[config.mk]
export PLATFORM = sky130hd
export DESIGN_NAME = jtframe_dump_window
export DESIGN_NICKNAME = d
export VERILOG_FILES = /design/src/rtl/jtframe_dump_pkg.sv /design/src/rtl/jtframe_dump_chan.sv /design/src/rtl/jtframe_dump_window.sv
export SDC_FILE = /design/constraint.sdc
export NUM_CORES = 1
export LEC_CHECK = 0
export CAP_MARGIN = 20
export CORE_ASPECT_RATIO = 0.75
export CORE_MARGIN = 4
export CORE_UTILIZATION = 56
export CTS_BUF_LIST = sky130_fd_sc_hd__clkbuf_4
export DETAILED_ROUTE_END_ITERATION = 16
export GPL_TIMING_DRIVEN = 0
export HOLD_SLACK_MARGIN = 0.02
export PLACE_DENSITY_LB_ADDON = 0.08
export SYNTH_ARGS = -nofsm -noshare
export SYNTH_HDL_FRONTEND = slang
export SYNTH_SLANG_ARGS = --single-unit
[constraint.sdc]
create_clock -name clk -period 11.85 [get_ports clk]
set_input_delay 1.7775 -clock clk [delete_from_list [all_inputs] [get_ports clk]]
set_output_delay 1.7775 -clock clk [all_outputs]
set_load 0.05 [all_outputs]
[src/rtl/jtframe_dump_pkg.sv]
// Shared types for the dump window controller: channel states and trigger modes.
package jtframe_dump_pkg;

  typedef enum logic [1:0] {
    ST_OFF   = 2'd0,
    ST_ARMED = 2'd1,
    ST_DUMP  = 2'd2,
    ST_DONE  = 2'd3
  } state_t;

  localparam logic [1:0] MODE_OFF   = 2'd0;
  localparam logic [1:0] MODE_FRAME = 2'd1;
  localparam logic [1:0] MODE_DLOAD = 2'd2;
  localparam logic [1:0] MODE_NOW   = 2'd3;

endpackage

[src/rtl/jtframe_dump_chan.sv]
// One dump channel: trigger state machine, window length counter and
// registered enable/start/stop/done strobes.
module jtframe_dump_chan
  import jtframe_dump_pkg::*;
#(
  parameter int FW = 32,
  parameter int LW = 16
) (
  input  logic          clk,
  input  logic          rst,
  input  logic          rearm,
  input  logic          vs_fall,
  input  logic          dl_fall,
  input  logic [FW-1:0] frame_cnt,
  input  logic [1:0]    mode,
  input  logic [FW-1:0] start,
  input  logic [LW-1:0] len,
  output logic          dump_en,
  output logic          dump_start,
  output logic          dump_stop,
  output logic          done
);

  state_t        state, state_nxt;
  logic          init;
  logic          start_nxt, stop_nxt;
  logic [LW-1:0] len_cnt, len_cnt_nxt;
  logic          trig;

  // Reset parks the channel and arms it on the first cycle after release,
  // so the live mode decides between ARMED and OFF once rst is gone.
  always_ff @(posedge clk) begin
    if (rst) begin
      state      <= ST_OFF;
      init       <= 1'b1;
      dump_en    <= 1'b0;
      dump_start <= 1'b0;
      dump_stop  <= 1'b0;
      done       <= 1'b0;
    end else begin
      state      <= state_nxt;
      init       <= 1'b0;
      dump_en    <= (state_nxt == ST_DUMP);
      dump_start <= start_nxt;
      dump_stop  <= stop_nxt;
      done       <= (state_nxt == ST_DONE);
    end
  end

  always_ff @(posedge clk) begin
    len_cnt <= len_cnt_nxt;
  end

  always_comb begin
    trig = 1'b0;
    case (mode)
      MODE_FRAME: trig = vs_fall && (frame_cnt == start);
      MODE_DLOAD: trig = dl_fall;
      MODE_NOW:   trig = 1'b1;
      default:    trig = 1'b0;
    endcase
  end

  always_comb begin
    state_nxt   = state;
    len_cnt_nxt = len_cnt;
    start_nxt   = 1'b0;
    stop_nxt    = 1'b0;
    if (init || rearm) begin
      state_nxt = (mode == MODE_OFF) ? ST_OFF : ST_ARMED;
    end else begin
      case (state)
        ST_ARMED: begin
          if (trig) begin
            state_nxt   = ST_DUMP;
            len_cnt_nxt = '0;
            start_nxt   = 1'b1;
          end
        end
        ST_DUMP: begin
          // Switching the mode off aborts the window silently.
          if (mode == MODE_OFF) begin
            state_nxt = ST_OFF;
          end else if (vs_fall) begin
            if ((len != '0) && (len_cnt == len - LW'(1))) begin
              state_nxt = ST_DONE;
              stop_nxt  = 1'b1;
            end else begin
              len_cnt_nxt = len_cnt + LW'(1);
            end
          end
        end
        default: state_nxt = state;
      endcase
    end
  end

endmodule

[src/rtl/jtframe_dump_window.sv]
// Dump window controller top: frame/download edge detection, frame counter,
// download holdoff and one trigger channel per probe group.
module jtframe_dump_window #(
  parameter int CH      = 4,
  parameter int FW      = 32,
  parameter int LW      = 16,
  parameter int HOLDOFF = 16
) (
  input  logic             clk,
  input  logic             rst,
  input  logic             vs,
  input  logic             dwnld,
  input  logic             rearm,
  input  logic [2*CH-1:0]  cfg_mode,
  input  logic [FW*CH-1:0] cfg_start,
  input  logic [LW*CH-1:0] cfg_len,
  output logic [FW-1:0]    frame_cnt,
  output logic [CH-1:0]    dump_en,
  output logic [CH-1:0]    dump_start,
  output logic [CH-1:0]    dump_stop,
  output logic [CH-1:0]    done
);

  localparam int HW = $clog2(HOLDOFF + 2);

  logic          vs_l, dwnld_l;
  logic          vs_fall, dl_fall, dl_qual;
  logic [HW-1:0] hold_cnt;

  assign vs_fall = vs_l & ~vs;
  assign dl_fall = dwnld_l & ~dwnld;
  // Download edges right after reset are start-up noise, not a real finish.
  assign dl_qual = dl_fall & (hold_cnt == HW'(HOLDOFF));

  always_ff @(posedge clk) begin
    if (rst) begin
      vs_l      <= 1'b1;
      dwnld_l   <= 1'b0;
      hold_cnt  <= '0;
      frame_cnt <= '0;
    end else begin
      vs_l    <= vs;
      dwnld_l <= dwnld;
      if (hold_cnt != HW'(HOLDOFF)) hold_cnt <= hold_cnt + HW'(1);
      if (vs_fall) frame_cnt <= frame_cnt + FW'(1);
    end
  end

  for (genvar i = 0; i < CH; i++) begin : g_ch
    jtframe_dump_chan #(
      .FW(FW),
      .LW(LW)
    ) u_chan (
      .clk        (clk),
      .rst        (rst),
      .rearm      (rearm),
      .vs_fall    (vs_fall),
      .dl_fall    (dl_qual),
      .frame_cnt  (frame_cnt),
      .mode       (cfg_mode[2*i +: 2]),
      .start      (cfg_start[FW*i +: FW]),
      .len        (cfg_len[LW*i +: LW]),
      .dump_en    (dump_en[i]),
      .dump_start (dump_start[i]),
      .dump_stop  (dump_stop[i]),
      .done       (done[i])
    );
  end

endmodule

==> reports/metrics.yaml, run 1 <==
outcome:
  outcome: "finished, final reports clean"
yosys:
  syn_area_um2: 10500
  synthCells: 1184
  synthFlopType: "edfxtp_1"
  yosys-top-cells-area: "edfxtp_1, xnor2_1, dfxtp_1"
  yosysTopAreaCellShare: 0.183
  yosysUniqueCellTypes: 86
  syn_avg_cell_area_um2: 8.85
  synth_seq_cells: 128
  ys_seq_area_frac: 0.306
  synth_warnings: 0
  synth_edf_count: 64
  yosysTopAreaCell: "edfxtp_1"
  syn_nets: 1412
  async_reset_ff_frac: 0
cts:
  clkLatencyLatePin_ns: 0.54
  cts_hold_buf: 0
  clockRootBuffer: "clkbuf_4"
  clk_path_buf_depth: 2
  clock_sinks: 128
  post_cts_resized: 0
  cts-htree-levels: 4
  cts_tree: "done"
  path_clk_slew_ns: 0.12
  postCtsSetupRepairBufs: 0
  cts_inserted_buffers: 17
sta:
  fmax_ghz: 0.194
  slew_headroom: 0.436
  grt_setup_unrepaired: "no"
  fin_hold_ws_ns: 0.524
  finalClockSkew_ns: 0.0284
  finalSetupViolCount: 0
  min_period_ns: 5.16
  tightest_slew_ns: 0.834
  fin_crit_sh: 0.436
  slew_viol_final: 0
  fin_tns_setup_ns: 0
  hold_violations: 0
critical_path:
  startpoint_type: "primary input"
  r2r-start: "frame_cnt[2]"
  arrival_ns: 5.40
  cp_max_fo: 11
  end_kind: "flip-flop"
  cp_data_required_time_ns: 12.09
  r2r_setup_slack_ns: 8.46
  rr_worst_depth: 8
  worstReg2RegEnd: "g_ch[2].u_chan.len_cnt[5]"
  critPathKind: "primary input to flip-flop"
placement:
  port_buffers: 243
  place_congestion: 0.951
  place_hpwl_um: 26100
cells_and_area:
  fill_cells: 1445
  area_growth_pct: 29.5
  layout_common_cells: "clkdlybuf4s50_1, xnor2_1, nor2_1, xor2_1"
  antenna_cells: 0
  final_common_cell: "clkdlybuf4s50_1"
  drive_above_1_share: 0.0690
  fin_nets: 1678
global_route:
  grt.total_usage: 0.300
  grt_pass1_wl_um: 50900
  antenna_found_initial: 0
  grt-ovfl-total: 0
  grt_pass1_vias: 9436
  grt_max_degree: 17
power_and_ir_drop:
  vdd_drop_max_uv: 55.9
  p_leak_nw: 4.56
  p_per_area_nw_per_um2: 74.2
  power_w: 0.00101
hold_path:
  min_path_cells: 2
  hp-class: "flip-flop to flip-flop"
  min-delay-start: "hold_cnt[4]"
  worst_hold_path.endpoint: "hold_cnt[4]"
floorplanning:
  die_area_um2: 21000
  initial_core_util: 0.568
  io_pins: 253
  die_x_um: 166
  rows: 43
  core_um2: 18500
  die_height_um: 126
detailed_routing:
  drtIter0Drc: 912
  vias: 9885
  drc: 0
  final_antenna_net_count: 0
  wl_per_cell_um: 18.9
  vias_per_cell: 5.78
  dr.pass1.iters: 5
  wl_um: 32200
run:
  maxCapViolations: 0
-- cells by family after synthesis --
group / share of synthesized area
simple gates: 0.286
compound gates: 0.0882
flops: 0.306
fa+ha+maj: 0.0275
mux: 0.00573
xor+xnor: 0.236
buf+inv: 0.0508
-- Yosys cell counts, types with 11 or more instances --
library cell	n
buf_4	16
dfxtp_1	64
nor4_1	27
nor2_1	76
ha_1	23
clkbuf_1	55
xnor2_1	214
nand4_1	45
nand3_1	63
o21ai_0	22
and3_1	29
xor2_1	68
or3_1	11
nor3_1	38
inv_1	34
or4_1	12
a21oi_1	18
nor2b_1	18
edfxtp_1	64
and2_1	62
nand2_1	46
-- sequential cells by signal, indices dropped and copies added (netlist names) --
signal                  count
dwnld_l                     1
frame_cnt                  32
g_ch.u_chan.done            4
g_ch.u_chan.dump_en         4
g_ch.u_chan.dump_start      4
g_ch.u_chan.dump_stop       4
g_ch.u_chan.init            1
g_ch.u_chan.len_cnt        64
g_ch.u_chan.state           8
hold_cnt                    5
vs_l                        1
-- through the flow --
stage / util / std cells / area (um^2) / setup slack (ns)
after CTS: 0.735 / 1710 / 13600 / 6.73
after global routing: 0.735 / 1710 / 13600 / 6.56
final: 0.735 / 1710 / 13600 / 6.69
after global placement: 0.716 / 1674 / 13200 / 5.07
after floorplan: - / 1184 / 10500 / 6.43
after detailed placement: 0.719 / 1678 / 13300 / 6.15
-- layout make-up --
class                      instances  area, um^2  share of cell area
inverter                          34         128             0.00941
buffer                            85         404              0.0298
tap                              247         309              0.0228
clock inverter                    15         166              0.0123
sequential                       128        3200               0.236
clock buffer                      17         128             0.00941
timing repair buffer             247        2470               0.182
multi-input combinational        937        6760               0.498
-- per-layer routing --
layer / global-route usage / share of wire / vias up
met1: 0.436 / 0.46 / 4666
met2: 0.458 / 0.44 / 420
met4: 0.0902 / 0.021 / 0
li1: - / - / 4748
met5: 0 / 0 / -
met3: 0.0564 / 0.080 / 51
-- power by group --
group | internal (W) | switching [W] | total (W)
Sequential | 0.000469 | 0.00000801 | 0.000477
Combinational | 0.000113 | 0.0000985 | 0.000211
Clock | 0.000145 | 0.000172 | 0.000318
-- worst max-delay path by stage --
stage,startpoint,depth (start not counted),to,slack (ns)
final,cfg_len[32],13,g_ch[2].u_chan.len_cnt[5],6.69
after global routing,cfg_len[32],13,g_ch[2].u_chan.len_cnt[5],6.56
after CTS,cfg_len[32],13,g_ch[2].u_chan.len_cnt[5],6.73
after detailed placement,cfg_len[32],13,g_ch[2].u_chan.len_cnt[7],6.15
after global placement,cfg_len[2],8,g_ch[0].u_chan.len_cnt[5],5.07
after floorplan,cfg_len[7],9,g_ch[0].u_chan.len_cnt[0],6.43
-- critical path, cell delays in order --
cell and delay, ns:
clkdlybuf4s50_1 0.49, inv_1 0.12, ha_1 0.32, or4b_1 0.45
buf_2 0.19, nor4_4 0.26, mux2i_1 0.25, mux2i_1 0.10
a22oi_1 0.34, nor4_4 0.12, o32a_1 0.31, nor3_2 0.43
buf_6 0.24
Power figures use the tool's default switching activity.
==> inputs of run 2 (changes only) <==
--- a/config.mk
+++ b/config.mk
@@ -8,7 +8,7 @@
 export CAP_MARGIN = 20
 export CORE_ASPECT_RATIO = 0.75
 export CORE_MARGIN = 4
-export CORE_UTILIZATION = 56
+export CORE_UTILIZATION = 52
 export CTS_BUF_LIST = sky130_fd_sc_hd__clkbuf_4
 export DETAILED_ROUTE_END_ITERATION = 16
 export GPL_TIMING_DRIVEN = 0
==> constraint.sdc (replaced) <==
create_clock -name clk -period 4.85 [get_ports clk]
set_input_delay 0.7275 -clock clk [delete_from_list [all_inputs] [get_ports clk]]
set_output_delay 0.7275 -clock clk [all_outputs]
set_load 0.05 [all_outputs]
==> run 2 against run 1 <==
Clock-buffer cell count grew 1; combinational power rose by 140%; worst hold slack gained 0.018 ns; sequential power rose by 140%; global-route usage is 1.6 points lower; highest routed layer unchanged; sequential share of layout area is essentially flat; critical path type unchanged; critical path depth is the same; first-iteration DRC count decreased by 20%; wire length shrank 1.1%; die area up 7.3%.
==> reports/metrics.yaml, run 2 (synthesis results as in run 1) <==
outcome:
  outcome: "finished, final reports clean"
global_route:
  grt_pass1_wl_um: 49900
  antenna_found_initial: 0
  grt_max_degree: 17
  grt_pass1_vias: 9356
  grt.total_usage: 0.284
  grt-ovfl-total: 0
floorplanning:
  die_area_um2: 22500
  io_pins: 253
  die_x_um: 172
  core_um2: 19500
  rows: 44
  initial_core_util: 0.536
  die_height_um: 131
hold_path:
  min-delay-start: "hold_cnt[4]"
  hp-class: "flip-flop to flip-flop"
cts:
  cts_hold_buf: 0
  clkLatencyLatePin_ns: 0.56
  path_clk_slew_ns: 0.11
  postCtsSetupRepairBufs: 0
  clockRootBuffer: "clkbuf_4"
  cts_tree: "done"
  cts_inserted_buffers: 17
  clock_sinks: 128
  cts-htree-levels: 4
  post_cts_resized: 0
  clk_path_buf_depth: 2
cells_and_area:
  reg_top3: "g_ch.u_chan.len_cnt (64), frame_cnt (32), g_ch.u_chan.state (8)"
  fin_nets: 1678
  largest_register_ffs: 64
  regArea_um2: 3200
  area_growth_pct: 29.4
  fill_cells: 1588
  final_common_cell: "clkdlybuf4s50_1"
  antenna_cells: 0
  layout_common_cells: "clkdlybuf4s50_1, xnor2_1, nor2_1, xor2_1"
  multi_input_area_um2: 6760
  largest-register: "g_ch.u_chan.len_cnt"
  drive_above_1_share: 0.0684
  fin_cells: 1716
sta:
  finalClockSkew_ns: 0.0174
  fin_ws_ns: 0.911
  slew_viol_final: 0
  fin_crit_sh: 0.812
  slew_headroom: 0.423
  hold_violations: 0
  min_period_ns: 3.94
  fmax_ghz: 0.254
  tightest_slew_ns: 0.854
  finalSetupViolCount: 0
  grt_setup_unrepaired: "no"
placement:
  port_buffers: 243
  placedCellCount: 1684
  place_hpwl_um: 25800
  place_congestion: 0.945
  pre_cts_ws_ns: 0.334
critical_path:
  arrival_ns: 4.21
  end_kind: "flip-flop"
  cp_max_fo: 11
  cp_slowest_stage_delay_ns: 0.50
  worstPathCellList: "clkdlybuf4s50_1 -> inv_1 -> ha_1 -> or4b_1 -> buf_2 -> nor4_4 -> mux2i_1 -> mux2i_1 -> a22oi_1 -> nor4_4 -> o32a_1 -> nor3_2 -> buf_6"
  cp_data_required_time_ns: 5.12
  startpoint_type: "primary input"
  r2r-start: "frame_cnt[6]"
  critPathKind: "primary input to flip-flop"
  cpLargestDelayFamily: "simple AND/OR/NAND/NOR gates"
  critPathBufInv: 4
  crit_slowest_cell: "clkdlybuf4s50_1"
  crit_start: "cfg_len[32]"
power_and_ir_drop:
  swShare: 0.280
  p_int_w: 0.00173
  p_sw_w: 0.000674
  clock_power_share: 0.303
  p_leak_nw: 4.54
  vdd_drop_max_uv: 213
  p_per_area_nw_per_um2: 177
  p_seq_frac: 0.485
  pwr-share-comb: 0.213
detailed_routing:
  drc: 0
  wl_per_cell_um: 18.6
  final_antenna_net_count: 0
  vias: 9770
  wl_um: 31900
  vias_per_cell: 5.69
  drtIter0Drc: 732
  dr.pass1.iters: 5
run:
  maxCapViolations: 0
==> run 2: power by group through the flow <==
stage | logic [W] | registers [W] | clock network (W)
floorplan | 0.000242 | 0.00119 | 0
global placement | 0.000494 | 0.00119 | 0
detailed placement | 0.000507 | 0.00119 | 0
CTS | 0.000509 | 0.00116 | 0.000741
global route | 0.000553 | 0.00117 | 0.000793
finish | 0.000512 | 0.00116 | 0.000728
==> run 2: through the flow <==
step,TNS (ns),cell area [um^2],utilization,power [W],hold slack [ns]
detailed placement,0,13300,0.679,0.00170,0.512
floorplan,0,10500,-,0.00143,0.472
finish,0,13600,0.694,0.00240,0.542
global placement,-32.74,13200,0.677,0.00168,0.501
global route,0,13600,0.694,0.00251,0.575
CTS,0,13600,0.694,0.00241,0.543
==> run 2: final cells by class <==
type / instances / area share
multi-input cells: 937 / 0.498
flip-flops and latches: 128 / 0.236
repair buffers: 247 / 0.182
plain buffers: 85 / 0.0298
well taps: 253 / 0.0234
clock inverters: 14 / 0.0105
clock buffers: 18 / 0.00997
inverters: 34 / 0.00941
==> run 2: worst min-delay path, delay by kind of cell (launching register included) <==
family | cells | cell delay, ns
AND/OR/NAND/NOR | 1 | 0.08
flip-flops | 1 | 0.36
XOR/XNOR | 1 | 0.07
==> run 2: final timing paths <==
check                                                 end  slack, ns  cells past startpoint
worst max-delay path            g_ch[2].u_chan.len_cnt[1]       0.91                     13
worst min-delay path                          hold_cnt[4]       0.54                      2
worst max register to register  g_ch[2].u_chan.len_cnt[1]       1.42                      8
worst min register to register                hold_cnt[4]       0.54                      2
==> run 2: per-layer routing <==
metal | part of all wire | global-route usage
met5 | 0 | 0
met4 | 0.018 | 0.0652
met3 | 0.091 | 0.0734
met2 | 0.44 | 0.445
met1 | 0.45 | 0.397
==> inputs of run 3 (changes only) <==
--- a/config.mk
+++ b/config.mk
@@ -8,7 +8,7 @@
 export CAP_MARGIN = 20
 export CORE_ASPECT_RATIO = 0.75
 export CORE_MARGIN = 4
-export CORE_UTILIZATION = 52
+export CORE_UTILIZATION = 47
 export CTS_BUF_LIST = sky130_fd_sc_hd__clkbuf_4
 export DETAILED_ROUTE_END_ITERATION = 16
 export GPL_TIMING_DRIVEN = 0
==> constraint.sdc (replaced) <==
create_clock -name clk -period 3.2 [get_ports clk]
set_input_delay 0.48 -clock clk [delete_from_list [all_inputs] [get_ports clk]]
set_output_delay 0.48 -clock clk [all_outputs]
set_load 0.05 [all_outputs]
==> run 3 against run 2 <==
Sequential power up 53%; via count down 1.1%; wire length up 6.0%; combinational power up 57%; clock skew up 0.0073 ns; worst hold slack worse by 0.086 ns; die area up 10%; cell count up 2.6%.
==> reports/metrics.yaml, run 3 (synthesis results as in run 1) <==
cells_and_area:
  area_growth_pct: 32.2
  final_common_cell: "clkdlybuf4s50_1"
  layout_common_cells: "clkdlybuf4s50_1, xnor2_1, nor2_1, xor2_1"
  largest_register_ffs: 64
  fill_cells: 1955
  fin_cells: 1760
  multi_input_area_um2: 6870
  fin_util: 0.629
  reg_top3: "g_ch.u_chan.len_cnt (64), frame_cnt (32), g_ch.u_chan.state (8)"
  fin_nets: 1680
  regArea_um2: 3200
  drive_above_1_share: 0.0894
  largest-register: "g_ch.u_chan.len_cnt"
detailed_routing:
  drtIter0Drc: 569
  final_antenna_net_count: 0
  dr.pass1.iters: 5
  vias_per_cell: 5.49
  wl_um: 33800
  wl_per_cell_um: 19.2
  drc: 0
  vias: 9661
sta:
  fmax_ghz: 0.320
  slew_headroom: 0.438
  hold_violations: 0
  fin_hold_ws_ns: 0.456
  min_period_ns: 3.13
  tightest_slew_ns: 0.840
  fin_ws_ns: 0.0733
  grt_setup_unrepaired: "yes"
  finalClockSkew_ns: 0.0247
  slew_viol_final: 0
  finalSetupViolCount: 0
  fin_crit_sh: 0.977
critical_path:
  crit_slowest_cell: "or4_1"
  cp_data_required_time_ns: 3.53
  cp_max_fo: 16
  critPathKind: "primary input to flip-flop"
  worstReg2RegEnd: "g_ch[3].u_chan.dump_en"
  cp_slowest_stage_delay_ns: 0.63
  rr_worst_depth: 9
  r2r_setup_slack_ns: 0.07
  startpoint_type: "primary input"
  worstPathCellList: "clkdlybuf4s50_1 -> or4_1 -> nor3_1 -> nand4b_1 -> a2111o_1 -> nor4_1 -> o31a_1 -> nor4_4 -> buf_12"
  arrival_ns: 3.45
  crit_start: "cfg_len[2]"
  end_kind: "flip-flop"
  critPathBufInv: 2
  r2r-start: "frame_cnt[31]"
  cpLargestDelayFamily: "simple AND/OR/NAND/NOR gates"
power_and_ir_drop:
  p_per_area_nw_per_um2: 267
  vdd_drop_max_uv: 202
  p_leak_nw: 4.67
  power_w: 0.00369
placement:
  port_buffers: 243
  placedCellCount: 1721
  pre_cts_ws_ns: -0.973
  place_congestion: 0.945
  place_hpwl_um: 27600
floorplanning:
  die_x_um: 180
  io_pins: 253
  die_area_um2: 24800
  initial_core_util: 0.476
  core_um2: 22000
  die_height_um: 137
  rows: 47
cts:
  path_clk_slew_ns: 0.11
  clk_path_buf_depth: 2
  cts-htree-levels: 4
  clock_sinks: 128
  clkLatencyLatePin_ns: 0.57
  cts_tree: "done"
  cts_inserted_buffers: 17
  cts_hold_buf: 0
  clockRootBuffer: "clkbuf_4"
global_route:
  grt.total_usage: 0.266
  grt.met3_usage: 0.0668
  busiest_layer: "met2"
  grtUsageMet1: 0.344
  grt_max_degree: 17
  grt-ovfl-total: 0
  grt_pass1_vias: 9445
  grt_pass1_wl_um: 51600
  antenna_found_initial: 2
  grt_use_met2: 0.442
hold_path:
  min-delay-start: "cfg_len[7]"
  worst_hold_path.endpoint: "g_ch[0].u_chan.dump_stop"
  hp-class: "primary input to flip-flop"
  min_path_cells: 4
run:
  maxCapViolations: 0
outcome:
  outcome: "finished, final reports clean"
[run 3: final cells by class]
cell class	instances	share of cell area
buffer	79	0.0287
sequential	128	0.231
multi-input combinational	937	0.496
antenna	1	0.000181
timing repair buffer	255	0.187
inverter	34	0.00940
clock buffer	19	0.0103
tap	294	0.0266
clock inverter	13	0.0100
[run 3: per-stage QoR]
stage | cell area, um^2 | setup TNS (ns)
2_1_floorplan | 10500 | 0
3_3_place_gp | 13300 | -64.85
3_5_place_dp | 13300 | -67.10
4_1_cts | 13800 | 0
5_1_grt | 13800 | -0.0462
6_report | 13800 | 0
[run 3: routing by layer]
metal | vias to the layer above | routed length, um
met5 | - | 11
li1 | 4746 | -
met3 | 49 | 2550
met2 | 346 | 15400
met1 | 4518 | 14800
met4 | 2 | 969
[run 3: worst max path at each step]
stage	cells past startpoint	slack, ns	to
finish	9	0.07	g_ch[0].u_chan.len_cnt[13]
global placement	8	-0.93	g_ch[0].u_chan.len_cnt[5]
detailed placement	8	-0.97	g_ch[0].u_chan.len_cnt[4]
floorplan	10	0.002	g_ch[2].u_chan.len_cnt[0]
global route	13	-0.02	g_ch[2].u_chan.len_cnt[14]
CTS	8	0.01	g_ch[2].u_chan.len_cnt[5]
[run 3: repair_timing]
action / in CTS / in global routing
pin swaps: 8 / 6
endpoints found under the hold margin: 0 / 0
setup endpoints to repair: 69 / 80
buffers inserted: 8 / 3
gates cloned: 1 / 0
gates resized for setup: 11 / 23
[run 3: worst reg2reg max path, cell delays in order, from the launching register on]
cell	delay [ns]
dfxtp_1	0.44
buf_1	0.46
xnor2_1	0.18
nand4_1	0.12
nor4_1	0.44
a31oi_1	0.41
a21oi_1	0.24
o311ai_0	0.14
a31oi_1	0.34
nor3b_1	0.27
[run 3: power breakdown]
part | leakage, nW | internal (W) | switching (W)
clock | 0.153 | 0.000480 | 0.000641
combinational | 3.40 | 0.000430 | 0.000376
sequential | 1.12 | 0.00174 | 0.0000285
